==> config.mk <==
export PLATFORM = sky130hd
export DESIGN_NAME = array_port_serializer_flat
export DESIGN_NICKNAME = d
export VERILOG_FILES = /design/src/rtl/array_port_serializer_pkg.sv /design/src/rtl/array_port_serializer_if.sv /design/src/rtl/array_port_serializer.sv /design/src/flat_wrapper.sv
export SDC_FILE = /design/constraint.sdc
export NUM_CORES = 1
export LEC_CHECK = 0
export ABC_AREA = 1
export BUFFER_PORTS_ARGS = -buffer_cell sky130_fd_sc_hd__buf_2
export CAP_MARGIN = 20
export CORE_MARGIN = 2
export CORE_UTILIZATION = 51
export CTS_CLUSTER_DIAMETER = 80
export CTS_CLUSTER_SIZE = 10
export DETAILED_ROUTE_END_ITERATION = 16
export PLACE_DENSITY = 0.85
export SLEW_MARGIN = 20
export SYNTH_ARGS = -nofsm -noshare
export SYNTH_HDL_FRONTEND = slang
export SYNTH_SLANG_ARGS = --single-unit
==> constraint.sdc <==
create_clock -name i_clk -period 3.2 [get_ports i_clk]
set_input_delay 0.48 -clock i_clk [delete_from_list [all_inputs] [get_ports i_clk]]
set_output_delay 0.48 -clock i_clk [all_outputs]
set_load 0.05 [all_outputs]
==> src/rtl/array_port_serializer_pkg.sv <==
// Shared types and constants for the array port serializer and its array interface.
package array_port_serializer_pkg;

  localparam int unsigned ARRAY_LEN = 8;

  typedef enum logic [1:0] {
    ST_IDLE = 2'd0,
    ST_SEND = 2'd1,
    ST_DONE = 2'd2
  } state_e;

endpackage

==> src/rtl/array_port_serializer_if.sv <==
// Interface carrying an unpacked array of 1-bit elements; P drives it, C only reads it.
interface I #(
  parameter int unsigned N = array_port_serializer_pkg::ARRAY_LEN
) ();

  logic x [N-1:0];

  modport P (output x);
  modport C (input x);

endinterface

==> src/rtl/array_port_serializer.sv <==
// Snapshots an unpacked array from interface I and streams it out one element per
// accepted transfer, lowest index first, with a valid/ready handshake and a done pulse.
module array_port_serializer
  import array_port_serializer_pkg::*;
#(
  parameter int unsigned N = ARRAY_LEN
) (
  input  logic i_clk,
  input  logic i_rst,
  I.C          j,
  input  logic i_start,
  input  logic i_ready,
  output logic o_data,
  output logic o_valid,
  output logic o_last,
  output logic o_busy,
  output logic o_done
);

  localparam int unsigned IDX_W = (N > 1) ? $clog2(N) : 1;
  localparam logic [IDX_W-1:0] LAST_IDX = IDX_W'(N - 1);

  state_e           r_state;
  state_e           w_state_nxt;
  logic [IDX_W-1:0] r_idx;
  logic [IDX_W-1:0] w_idx_nxt;
  logic [N-1:0]     r_shadow;
  logic [N-1:0]     w_shadow_nxt;
  logic [N-1:0]     w_snap;

  logic r_data;
  logic r_valid;
  logic r_last;
  logic r_busy;
  logic r_done;

  logic w_data_nxt;
  logic w_valid_nxt;
  logic w_last_nxt;
  logic w_busy_nxt;
  logic w_done_nxt;

  // Flatten the interface array so the snapshot is a single vector load.
  always_comb begin
    w_snap = '0;
    for (int k = 0; k < int'(N); k++) begin
      w_snap[k] = j.x[k];
    end
  end

  // Next-state logic; outputs are precomputed from next state so they leave a flop.
  always_comb begin
    w_state_nxt  = r_state;
    w_idx_nxt    = r_idx;
    w_shadow_nxt = r_shadow;

    case (r_state)
      ST_IDLE: begin
        if (i_start) begin
          w_shadow_nxt = w_snap;
          w_idx_nxt    = '0;
          w_state_nxt  = ST_SEND;
        end
      end
      ST_SEND: begin
        if (i_ready) begin
          if (r_idx == LAST_IDX) begin
            w_state_nxt = ST_DONE;
          end else begin
            w_idx_nxt = r_idx + IDX_W'(1);
          end
        end
      end
      ST_DONE: begin
        w_state_nxt = ST_IDLE;
      end
      default: begin
        w_state_nxt = ST_IDLE;
      end
    endcase

    w_valid_nxt = (w_state_nxt == ST_SEND);
    w_data_nxt  = w_valid_nxt & w_shadow_nxt[w_idx_nxt];
    w_last_nxt  = w_valid_nxt & (w_idx_nxt == LAST_IDX);
    w_busy_nxt  = (w_state_nxt != ST_IDLE);
    w_done_nxt  = (w_state_nxt == ST_DONE);
  end

  // State, counter, shadow and output registers with synchronous reset.
  always_ff @(posedge i_clk) begin
    if (i_rst) begin
      r_state  <= ST_IDLE;
      r_idx    <= '0;
      r_shadow <= '0;
      r_data   <= 1'b0;
      r_valid  <= 1'b0;
      r_last   <= 1'b0;
      r_busy   <= 1'b0;
      r_done   <= 1'b0;
    end else begin
      r_state  <= w_state_nxt;
      r_idx    <= w_idx_nxt;
      r_shadow <= w_shadow_nxt;
      r_data   <= w_data_nxt;
      r_valid  <= w_valid_nxt;
      r_last   <= w_last_nxt;
      r_busy   <= w_busy_nxt;
      r_done   <= w_done_nxt;
    end
  end

  assign o_data  = r_data;
  assign o_valid = r_valid;
  assign o_last  = r_last;
  assign o_busy  = r_busy;
  assign o_done  = r_done;

endmodule

==> src/flat_wrapper.sv <==
// flat-port wrapper written by rule: the top's interface ports become plain ports
module array_port_serializer_flat import array_port_serializer_pkg::*;
#(
  parameter int unsigned N = ARRAY_LEN
)
  (i_clk, i_rst, i_start, i_ready, o_data, o_valid, o_last, o_busy, o_done, j_x);
  I #(.N(N)) j_i ();
  input  logic i_clk;
  input  logic i_rst;
  input  logic i_start;
  input  logic i_ready;
  output logic o_data;
  output logic o_valid;
  output logic o_last;
  output logic o_busy;
  output logic o_done;
  input wire logic [$bits(j_i.x)-1:0] j_x;
  assign j_i.x = {>>{j_x}};
  array_port_serializer #(.N(N)) u_core (.i_clk(i_clk), .i_rst(i_rst), .j(j_i), .i_start(i_start), .i_ready(i_ready), .o_data(o_data), .o_valid(o_valid), .o_last(o_last), .o_busy(o_busy), .o_done(o_done));
endmodule
==> flow_metrics.py, run 1 <==
metrics = {
    "run_status": {
        "outcome": "completed",
    },
    "timing": {
        "worst_pin_slew_ns": 0.321,
        "setup_violations": 0,
        "tns_ns": 0,
        "period_needed_ns": 1.49,
        "period_share": 0.466,
        "fmax_ghz": 0.671,
        "rsz0062_at_grt": "false",
        "hold_slack_ns": 0.449,
        "worst_slack_ns": 1.71,
        "final_max_slew_viol_count": 0,
        "slew-limit-headroom": 0.786,
        "clock-skew-final_ns": 0.00139,
        "finalHoldViolations": 0,
    },
    "drt": {
        "dr_total_vias": 753,
        "antenna_left": 0,
        "drt_first_pass_iters": 4,
        "wirelength_um": 1630,
        "viasPerCell": 5.30,
        "wire_per_inst_um": 11.5,
        "drc": 0,
        "drt_iter0_markers": 10,
    },
    "clock_tree": {
        "cts_tree": "yes",
        "clockBufferDepth": 2,
        "root_buffer": "clkbuf_4",
        "clk_latency_ns": 0.29,
        "cts_hold_buf": 0,
        "cts_made_buffers": 3,
        "post_cts_buffers": 0,
        "cts.sinks": 18,
        "post_cts_resized": 0,
        "cts_max_level": 1,
        "clk_pin_slew_ns": 0.10,
    },
    "floorplanning": {
        "num_io_pins": 17,
        "num_rows": 14,
        "dieArea_um2": 1990,
        "die_h_um": 44.6,
        "core_area_um2": 1520,
        "die-width_um": 44.6,
        "initial_core_util": 0.553,
    },
    "placed_design": {
        "dpl.hpwl_um": 1230,
        "placed_cells": 138,
        "pre_cts_slack_ns": 1.66,
        "io_buffers": 16,
        "place.gp.congestion": 0.920,
    },
    "finish": {
        "syn_to_final_growth_pct": 13.8,
        "fin_cells": 142,
        "antenna_cells": 0,
        "nets": 140,
        "drive_gt1_frac": 0.278,
        "post-route-util": 0.629,
    },
    "global_routing": {
        "grt_use_met3": 0.0653,
        "grt_overflow": 0,
        "grt_pass1_wl_um": 2810,
        "gr-usage-met1": 0.216,
        "busiest_layer": "met2",
        "grt_antenna_before_repair": 0,
        "grt_max_degree": 17,
        "track_usage": 0.196,
        "grt_pass1_vias": 706,
        "met2_usage": 0.330,
    },
    "critical_path": {
        "slowest_stage": "dfxtp_1",
        "end_kind": "flip-flop",
        "crit_path_max_incr_delay_ns": 0.35,
        "crit_arrival_ns": 1.69,
        "crit_required_ns": 3.40,
        "crit_chain": "ha_1, nand2_1, nand3_2, nand2_1, nand3_2, inv_1, nand3_1, nand3_1, nand2_1",
        "crit_top_cell": "nand2_1",
        "cpLargestDelayFamily": "simple AND/OR/NAND/NOR gates",
        "critPathLaunchType": "flip-flop",
        "critPathMaxFanout": 5,
        "path_class": "flip-flop to flip-flop",
        "worst-path-buf-inv": 1,
    },
    "power": {
        "share_comb_of_total_power": 0.175,
        "internal_power_uw": 329,
        "seq_power_share": 0.523,
        "irDropWorstVdd_mv": 0.472,
        "switching_power_uw": 128,
        "power.density_nw_per_um2": 477,
        "power_leakage_nw": 0.456,
        "p_clk_frac": 0.301,
        "sw_frac_of_total": 0.280,
    },
    "hold_path": {
        "holdCritPathClass": "input port to flip-flop",
    },
    "synthesis": {
        "synth_edf_count": 0,
        "yosysTopAreaCellShare": 0.428,
        "synth.avg_cell_area_um2": 7.73,
        "seq_area_frac_synth": 0.428,
        "synthesis.area_um2": 842,
        "syn_nets": 122,
        "yosysWarningCount": 0,
        "synth_area_leader_cell": "dfxtp_1",
        "netlist-cell-type-count": 22,
        "synth_ff_type": "dfxtp_1",
        "syn_inst": 109,
        "synthArstFlopShare": 0,
        "ys_seq_elements": 18,
        "synthTopCellsByArea": "dfxtp_1 43%, nand2_1 15%, a21oi_1 5.3%, nand3_1 4.2%, nand4_1 3.7%",
    },
    "run": {
        "drv_cap": 0,
    },
}
sequential cells by signal, summed over array words and instances, names as in the netlist:
register and cells:
u_core.r_shadow 8, u_core.r_idx 3, u_core.r_state 2, u_core.o_busy 1
u_core.o_data 1, u_core.o_done 1, u_core.o_last 1, u_core.o_valid 1
synthesized netlist by cell type, types with 2 or more instances:
| master | n |
|---|---|
| nand4_1 | 5 |
| nand2_4 | 2 |
| inv_1 | 7 |
| nor2_1 | 7 |
| nand3_1 | 7 |
| nand2_1 | 34 |
| nand3_2 | 2 |
| a21oi_1 | 9 |
| nor2_4 | 2 |
| dfxtp_1 | 18 |
| nor2_2 | 2 |
| nor4_1 | 2 |
| inv_2 | 3 |
area by class of cell:
| class | instances | area (um2) |
|---|---|---|
| sequential | 18 | 360 |
| fill | 142 | 566 |
| multi-input combinational | 78 | 424 |
| clock buffer | 4 | 36.3 |
| timing repair buffer | 16 | 80.1 |
| inverter | 10 | 37.5 |
| tap | 16 | 20.0 |
per-layer routing:
metal,share of wire,vias up
met2,0.50,28
met5,0,-
met3,0.065,6
li1,-,390
met4,0.023,0
met1,0.41,329
cell usage in the layout, fill, tap and decap left out, types with 2 or more instances in the layout:
cell type and n:
nand2_4 2, a21oi_1 9, nor2_2 2, inv_1 7, nor4_1 2, nand2_1 34, nand3_1 7, buf_2 16
nand4_1 5, nand3_2 2, nor2_1 7, dfxtp_1 18, clkbuf_4 3, inv_2 3, nor2_4 2
power by group through the flow:
stage	Clock, mW	Combinational [mW]	Sequential (mW)
after floorplan	0	0.0520	0.254
after global placement	0	0.0773	0.244
after detailed placement	0	0.0800	0.245
after CTS	0.140	0.0806	0.239
after global routing	0.150	0.0904	0.240
final	0.138	0.0802	0.239
metrics by stage:
stage	area, um2	total power, mW
CTS	958	0.460
global route	958	0.481
detailed placement	922	0.324
finish	958	0.457
global placement	922	0.321
floorplan	842	0.306
final timing paths:
kind | from | endpoint | slack [ns] | depth (start not counted)
setup / recovery | u_core.r_idx[0] | u_core.o_data | 1.71 | 9
hold / removal | j_x[2] | u_core.r_shadow[2] | 0.45 | 3
setup reg to reg | u_core.r_idx[0] | u_core.o_data | 1.71 | 9
hold reg to reg | u_core.r_shadow[2] | u_core.r_shadow[2] | 0.48 | 2
kinds of logic (layout without fill, tap and decap cells):
family,after synthesis,after routing,synth area share
and+or+nand+nor,66,66,0.419
DFF,18,18,0.428
buffers and inverters,13,30,0.0683
AOI/OAI and AO/OA,11,11,0.0698
adders and majority gates,1,1,0.0149
worst register-to-register path, stage by stage, from the launching register on:
cell and delay [ns]:
dfxtp_1 0.35, ha_1 0.22, nand2_1 0.13, nand3_2 0.12, nand2_1 0.10, nand3_2 0.14
inv_1 0.11, nand3_1 0.09, nand3_1 0.10, nand2_1 0.05
Power figures use the tool's default switching activity.
==> run 2: changes to the inputs <==
--- a/config.mk
+++ b/config.mk
@@ -5,15 +5,15 @@
 export SDC_FILE = /design/constraint.sdc
 export NUM_CORES = 1
 export LEC_CHECK = 0
-export ABC_AREA = 1
+export ABC_AREA = 0
 export BUFFER_PORTS_ARGS = -buffer_cell sky130_fd_sc_hd__buf_2
 export CAP_MARGIN = 20
 export CORE_MARGIN = 2
-export CORE_UTILIZATION = 51
+export CORE_UTILIZATION = 46
 export CTS_CLUSTER_DIAMETER = 80
 export CTS_CLUSTER_SIZE = 10
 export DETAILED_ROUTE_END_ITERATION = 16
-export PLACE_DENSITY = 0.85
+export PLACE_DENSITY = 0.82
 export SLEW_MARGIN = 20
 export SYNTH_ARGS = -nofsm -noshare
 export SYNTH_HDL_FRONTEND = slang
==> constraint.sdc (replaced) <==
create_clock -name i_clk -period 1.3 [get_ports i_clk]
set_input_delay 0.195 -clock i_clk [delete_from_list [all_inputs] [get_ports i_clk]]
set_output_delay 0.195 -clock i_clk [all_outputs]
set_load 0.05 [all_outputs]
==> run 2 against run 1 <==
Effect of this change:
- the run now ends with setup timing left
- combinational power increased to 4.0 times the previous value
- routed wire length up 68%
- clock skew rose by 0.00077 ns
- utilization grew 23 points
- first-iteration DRC count is 40% higher
- register-to-register slack worse by 2.2 ns
- fmax fell by 17%
- sequential power rose by 150%
- power increased to 2.8 times the previous value
==> flow_metrics.py, run 2 <==
metrics = {
    "clock_tree": {
        "clk_latency_ns": 0.30,
        "clockBufferDepth": 2,
        "cts_hold_buf": 0,
        "root_buffer": "clkbuf_4",
        "cts_max_level": 1,
        "clk_pin_slew_ns": 0.11,
        "cts_made_buffers": 3,
        "cts_tree": "yes",
        "cts.sinks": 18,
    },
    "drt": {
        "wire_per_inst_um": 17.0,
        "wirelength_um": 2750,
        "antenna_left": 0,
        "viasPerCell": 5.58,
        "met3_length_um": 120,
        "route.met2.wl_um": 1410,
        "drt_first_pass_iters": 4,
        "drc": 0,
        "dr_total_vias": 904,
        "drt-met1-wl_um": 1100,
        "drt_iter0_markers": 14,
        "dr.max_layer_used": "met4",
    },
    "critical_path": {
        "rr_worst_depth": 7,
        "r2r_start": "u_core.r_idx[1]",
        "crit_required_ns": 1.50,
        "timing.rr.end": "u_core.o_data",
        "crit_arrival_ns": 2.00,
        "slowest_stage": "dfxtp_2",
        "crit_chain": "ha_4, nand2_4, and3_4, or2_4, mux2_4, a221oi_4, a211oi_2",
        "r2r_setup_slack_ns": -0.50,
        "critPathLaunchType": "flip-flop",
        "end_kind": "flip-flop",
        "crit_path_max_incr_delay_ns": 0.38,
        "path_class": "flip-flop to flip-flop",
        "critPathMaxFanout": 3,
    },
    "power": {
        "power.density_nw_per_um2": 874,
        "power_leakage_nw": 0.636,
        "irDropWorstVdd_mv": 0.748,
    },
    "synthesis": {
        "yosysWarningCount": 0,
        "synthSimpleGateAreaFrac": 0.234,
        "synth_area_leader_cell": "dfxtp_1",
        "netlist-cell-type-count": 33,
        "synthTopCellsByArea": "dfxtp_1 44%, nand2_1 8.2%, a21oi_1 7.3%, mux2i_1 4.9%, nor2_1 2.7%",
        "ys_seq_elements": 18,
        "synth_compound_area_frac": 0.193,
        "synthesis.area_um2": 822,
        "seq_area_frac_synth": 0.438,
        "synth.avg_cell_area_um2": 9.03,
        "synthArstFlopShare": 0,
        "synth_top_family_by_area": "simple AND/OR/NAND/NOR gates",
        "yosys-top-cells-count": "18 x dfxtp_1, 18 x nand2_1, 12 x a21oi_1",
        "synth_ff_type": "dfxtp_1",
        "synth_mux_area_frac": 0.0807,
        "yosysTopAreaCellShare": 0.438,
        "synthXorXnorAreaFrac": 0,
        "syn_nets": 104,
        "syn_inst": 91,
        "synth_fa_ha_area_frac": 0.0152,
        "synth_edf_count": 0,
    },
    "finish": {
        "nets": 151,
        "largest_reg_flops": 8,
        "regArea_um2": 370,
        "drive_gt1_frac": 0.679,
        "final_cell_mix": "18 x buf_4, 16 x buf_2, 14 x dfxtp_1",
        "fin_cells": 162,
        "post-route-util": 0.855,
        "multiInputGateArea_um2": 657,
        "final_common_cell": "buf_4",
        "largest-register": "u_core.r_shadow",
        "fillers": 89,
        "antenna_cells": 0,
        "top_regs": "u_core.r_shadow: 8 flops, u_core.r_idx: 3 flops, u_core.r_state: 2 flops",
        "syn_to_final_growth_pct": 77.6,
    },
    "run_status": {
        "outcome": "finished with violations",
        "violations": "setup timing",
    },
    "global_routing": {
        "grt_antenna_before_repair": 0,
        "grt_overflow": 0,
        "track_usage": 0.270,
        "grt_max_degree": 15,
        "grt_pass1_vias": 925,
        "grt_pass1_wl_um": 3920,
    },
    "timing": {
        "setup_violations": 14,
        "period_needed_ns": 1.80,
        "final_max_slew_viol_count": 0,
        "worst_slack_ns": -0.502,
        "slew-limit-headroom": 0.726,
        "clock-skew-final_ns": 0.00215,
        "tns_ns": -2.24,
        "fmax_ghz": 0.555,
        "period_share": 1.39,
        "rsz0062_at_grt": "true",
        "finalHoldViolations": 0,
        "worst_pin_slew_ns": 0.410,
    },
    "placed_design": {
        "dpl.hpwl_um": 1510,
        "placed_cells": 146,
        "io_buffers": 16,
        "place.gp.congestion": 0.841,
        "pre_cts_slack_ns": -0.478,
    },
    "floorplanning": {
        "num_rows": 15,
        "core_area_um2": 1710,
        "num_io_pins": 17,
        "die_h_um": 46.3,
        "dieArea_um2": 2140,
        "initial_core_util": 0.481,
        "die-width_um": 46.3,
    },
    "hold_path": {
        "holdCritPathClass": "input port to flip-flop",
        "min_to": "u_core.r_state[0]",
        "hp-start": "i_rst",
        "whs_path_depth": 2,
    },
    "run": {
        "drv_cap": 0,
    },
}
run 2: cell types whose count changed after synthesis, moves of 3 or more:
cell,change
nand2_1,-16
mux2i_1,+4
nand4_1,-5
and3_1,+3
a21oi_1,+3
nand3_1,-7
inv_1,-6
run 2: cell families after synthesis:
logic type	after synthesis
and+or+nand+nor	37
AOI/OAI and AO/OA	23
muxes	6
buffers and inverters	6
adders and majority gates	1
DFF	18
run 2: how the worst max path moves through the flow:
stage          cells past startpoint  slack [ns]               from       endpoint
6_report                           7       -0.50    u_core.r_idx[1]  u_core.o_data
5_1_grt                            7       -0.54    u_core.r_idx[0]  u_core.o_data
4_1_cts                            7       -0.44    u_core.r_idx[0]  u_core.o_data
3_5_place_dp                       6       -0.48    u_core.r_idx[0]  u_core.o_last
3_3_place_gp                       7       -0.37    u_core.r_idx[1]  u_core.o_data
2_1_floorplan                      7       -0.42  u_core.r_state[1]  u_core.o_data
run 2: repair_timing:
action                                  CTS  global route
setup buffers                             8             4
pin swaps                                11            11
resized for setup                        29            32
endpoints found under the setup margin   14            15
run 2: layout make-up:
type                       count  share of cell area
tap                           25              0.0214
sequential                    18               0.254
timing repair buffer          46               0.245
inverter                       2             0.00514
clock buffer                   4              0.0249
multi-input combinational     67               0.450
run 2: through the flow:
stage	hold WS [ns]	power (mW)	cell area, um2
final	0.0896	1.28	1460
after global routing	0.0848	1.32	1460
after CTS	0.0891	1.20	1270
after detailed placement	0.407	0.803	1060
after global placement	0.405	0.794	1060
after floorplan	0.264	0.724	851
run 2: worst max-delay path: cells and delay by family (launching register included):
family | cells | cell delay [ns]
AND/OR/NAND/NOR | 3 | 0.47
flip-flops | 1 | 0.38
AO/OA/AOI/OAI | 2 | 0.37
multiplexers | 1 | 0.31
adder cells (fa/ha/maj) | 1 | 0.16
run 2: layer usage:
layer	vias up	track usage
li1	418	-
met1	433	0.285
met2	42	0.453
met3	11	0.0431
met4	0	0.240
met5	-	0
run 2: power by group:
group / switching, mW / leakage, nW / internal (mW)
Combinational: 0.164 / 0.465 / 0.158
Sequential: 0.0192 / 0.150 / 0.574
Clock: 0.190 / 0.0210 / 0.171
Total: 0.372 / 0.636 / 0.904
==> run 3: changes to the inputs <==
==> constraint.sdc (replaced) <==
create_clock -name i_clk -period 1.3 [get_ports i_clk]
set_input_delay 0.26 -clock i_clk [delete_from_list [all_inputs] [get_ports i_clk]]
set_output_delay 0.26 -clock i_clk [all_outputs]
set_load 0.05 [all_outputs]
==> run 3 against run 2 <==
Effect of this change:
- the flow still finishes with violations (setup timing)
- utilization is 12 points lower
- setup slack better by 0.096 ns
- first-iteration DRC count is 29% lower
- register-to-register slack better by 0.096 ns
- critical path type unchanged
- largest cell class unchanged
- largest power group unchanged
==> flow_metrics.py, run 3 (same netlist as run 2, synthesis figures left out) <==
metrics = {
    "clock_tree": {
        "root_buffer": "clkbuf_4",
        "cts_tree": "yes",
        "cts_max_level": 1,
        "cts_made_buffers": 3,
        "clk_pin_slew_ns": 0.10,
        "clk_latency_ns": 0.30,
        "cts.sinks": 18,
        "cts_hold_buf": 0,
        "clockBufferDepth": 2,
    },
    "critical_path": {
        "critPathLaunchType": "flip-flop",
        "crit_path_start": "u_core.r_idx[0]",
        "critPathMaxFanout": 4,
        "path_class": "flip-flop to flip-flop",
        "end_kind": "flip-flop",
        "crit_required_ns": 1.50,
        "crit_arrival_ns": 1.91,
        "r2r_start": "u_core.r_idx[0]",
    },
    "run": {
        "drv_cap": 0,
    },
    "timing": {
        "worst_pin_slew_ns": 0.419,
        "rsz0062_at_grt": "true",
        "worst_slack_ns": -0.405,
        "slew-limit-headroom": 0.720,
        "period_needed_ns": 1.71,
        "final_max_slew_viol_count": 0,
        "finalHoldViolations": 0,
        "clock-skew-final_ns": 0.00372,
        "setup_violations": 12,
        "fmax_ghz": 0.586,
        "period_share": 1.31,
    },
    "placed_design": {
        "io_buffers": 16,
        "place_area_um2": 1060,
        "pre_cts_slack_ns": -0.420,
        "place.gp.congestion": 0.802,
        "dpl.hpwl_um": 1420,
    },
    "drt": {
        "wirelength_um": 2120,
        "drc": 0,
        "antenna_left": 0,
        "dr_total_vias": 803,
        "drt_iter0_markers": 10,
        "drt_first_pass_iters": 4,
        "viasPerCell": 5.28,
        "wire_per_inst_um": 13.9,
    },
    "hold_path": {
        "hp-start": "i_rst",
        "holdCritPathClass": "input port to flip-flop",
    },
    "global_routing": {
        "grt_antenna_before_repair": 0,
        "grt_pass1_vias": 791,
        "grt_overflow": 0,
        "grt_pass1_wl_um": 3280,
        "grt_max_degree": 15,
        "track_usage": 0.221,
    },
    "run_status": {
        "outcome": "finished with violations",
        "violations": "setup timing",
    },
    "floorplanning": {
        "die-width_um": 46.3,
        "core_area_um2": 1710,
        "num_io_pins": 17,
        "initial_core_util": 0.481,
        "dieArea_um2": 2140,
        "die_h_um": 46.3,
        "num_rows": 15,
    },
    "finish": {
        "antenna_cells": 0,
        "drive_gt1_frac": 0.528,
        "final_cell_mix": "16 x nand2_1, 16 x buf_2, 14 x dfxtp_1",
        "syn_to_final_growth_pct": 52.1,
        "nets": 141,
        "largest_reg_flops": 8,
        "largest-register": "u_core.r_shadow",
        "final_area_um2": 1250,
        "top_regs": "u_core.r_shadow: 8 flops, u_core.r_idx: 3 flops, u_core.r_state: 2 flops",
    },
    "power": {
        "p_total_mw": 1.19,
        "power.density_nw_per_um2": 955,
        "power_leakage_nw": 0.544,
        "irDropWorstVdd_mv": 0.762,
    },
}
[run 3: critical path: stages, from the launching register on]
cell and delay (ns):
dfxtp_2 0.38, ha_4 0.16, nand2_4 0.06, and3_4 0.17, or2_4 0.24, mux2_4 0.31
a221oi_2 0.24, a211oi_1 0.06
[run 3: routing by layer]
metal | track usage | vias to the layer above | wire length, um
li1 | - | 399 | -
met1 | 0.233 | 380 | 874
met2 | 0.406 | 20 | 1140
met3 | 0.0588 | 4 | 70
met4 | 0.0971 | 0 | 29
met5 | 0 | - | 0
[run 3: worst paths after layout]
check	endpoint	slack [ns]	cells after the start
setup / recovery	u_core.o_data	-0.41	7
hold / removal	u_core.r_state[0]	0.16	2
setup reg to reg	u_core.o_data	-0.41	7
hold reg to reg	u_core.r_shadow[2]	0.48	2
[run 3: through the flow]
step / utilization / instances / hold WS (ns) / setup TNS (ns)
2_1_floorplan: - / 91 / 0.329 / -1.12
3_3_place_gp: 0.623 / 146 / 0.451 / -1.30
3_5_place_dp: 0.623 / 146 / 0.455 / -1.50
4_1_cts: 0.703 / 152 / 0.159 / -1.18
5_1_grt: 0.732 / 152 / 0.149 / -2.33
6_report: 0.732 / 152 / 0.158 / -1.54
[run 3: where the power goes]
part	switching [mW]	internal (mW)	total, mW	leakage, nW
sequential	0.0156	0.576	0.591	0.149
combinational	0.128	0.120	0.248	0.373
clock	0.183	0.171	0.354	0.0210
total	0.327	0.867	1.19	0.544
[run 3: what timing repair did]
action / CTS / global route
endpoints found under the setup margin: 13 / 12
buffers inserted: 2 / 0
gates resized for setup: 21 / 10
pin swaps: 4 / 4
gates cloned: 0 / 0
[run 3: area by class of cell]
type	instances	area, um2
fillers	121	458
multi-input cells	67	547
clock buffers	4	36.3
inverters	2	7.51
repair buffers	36	260
flip-flops and latches	18	368
well taps	25	31.3
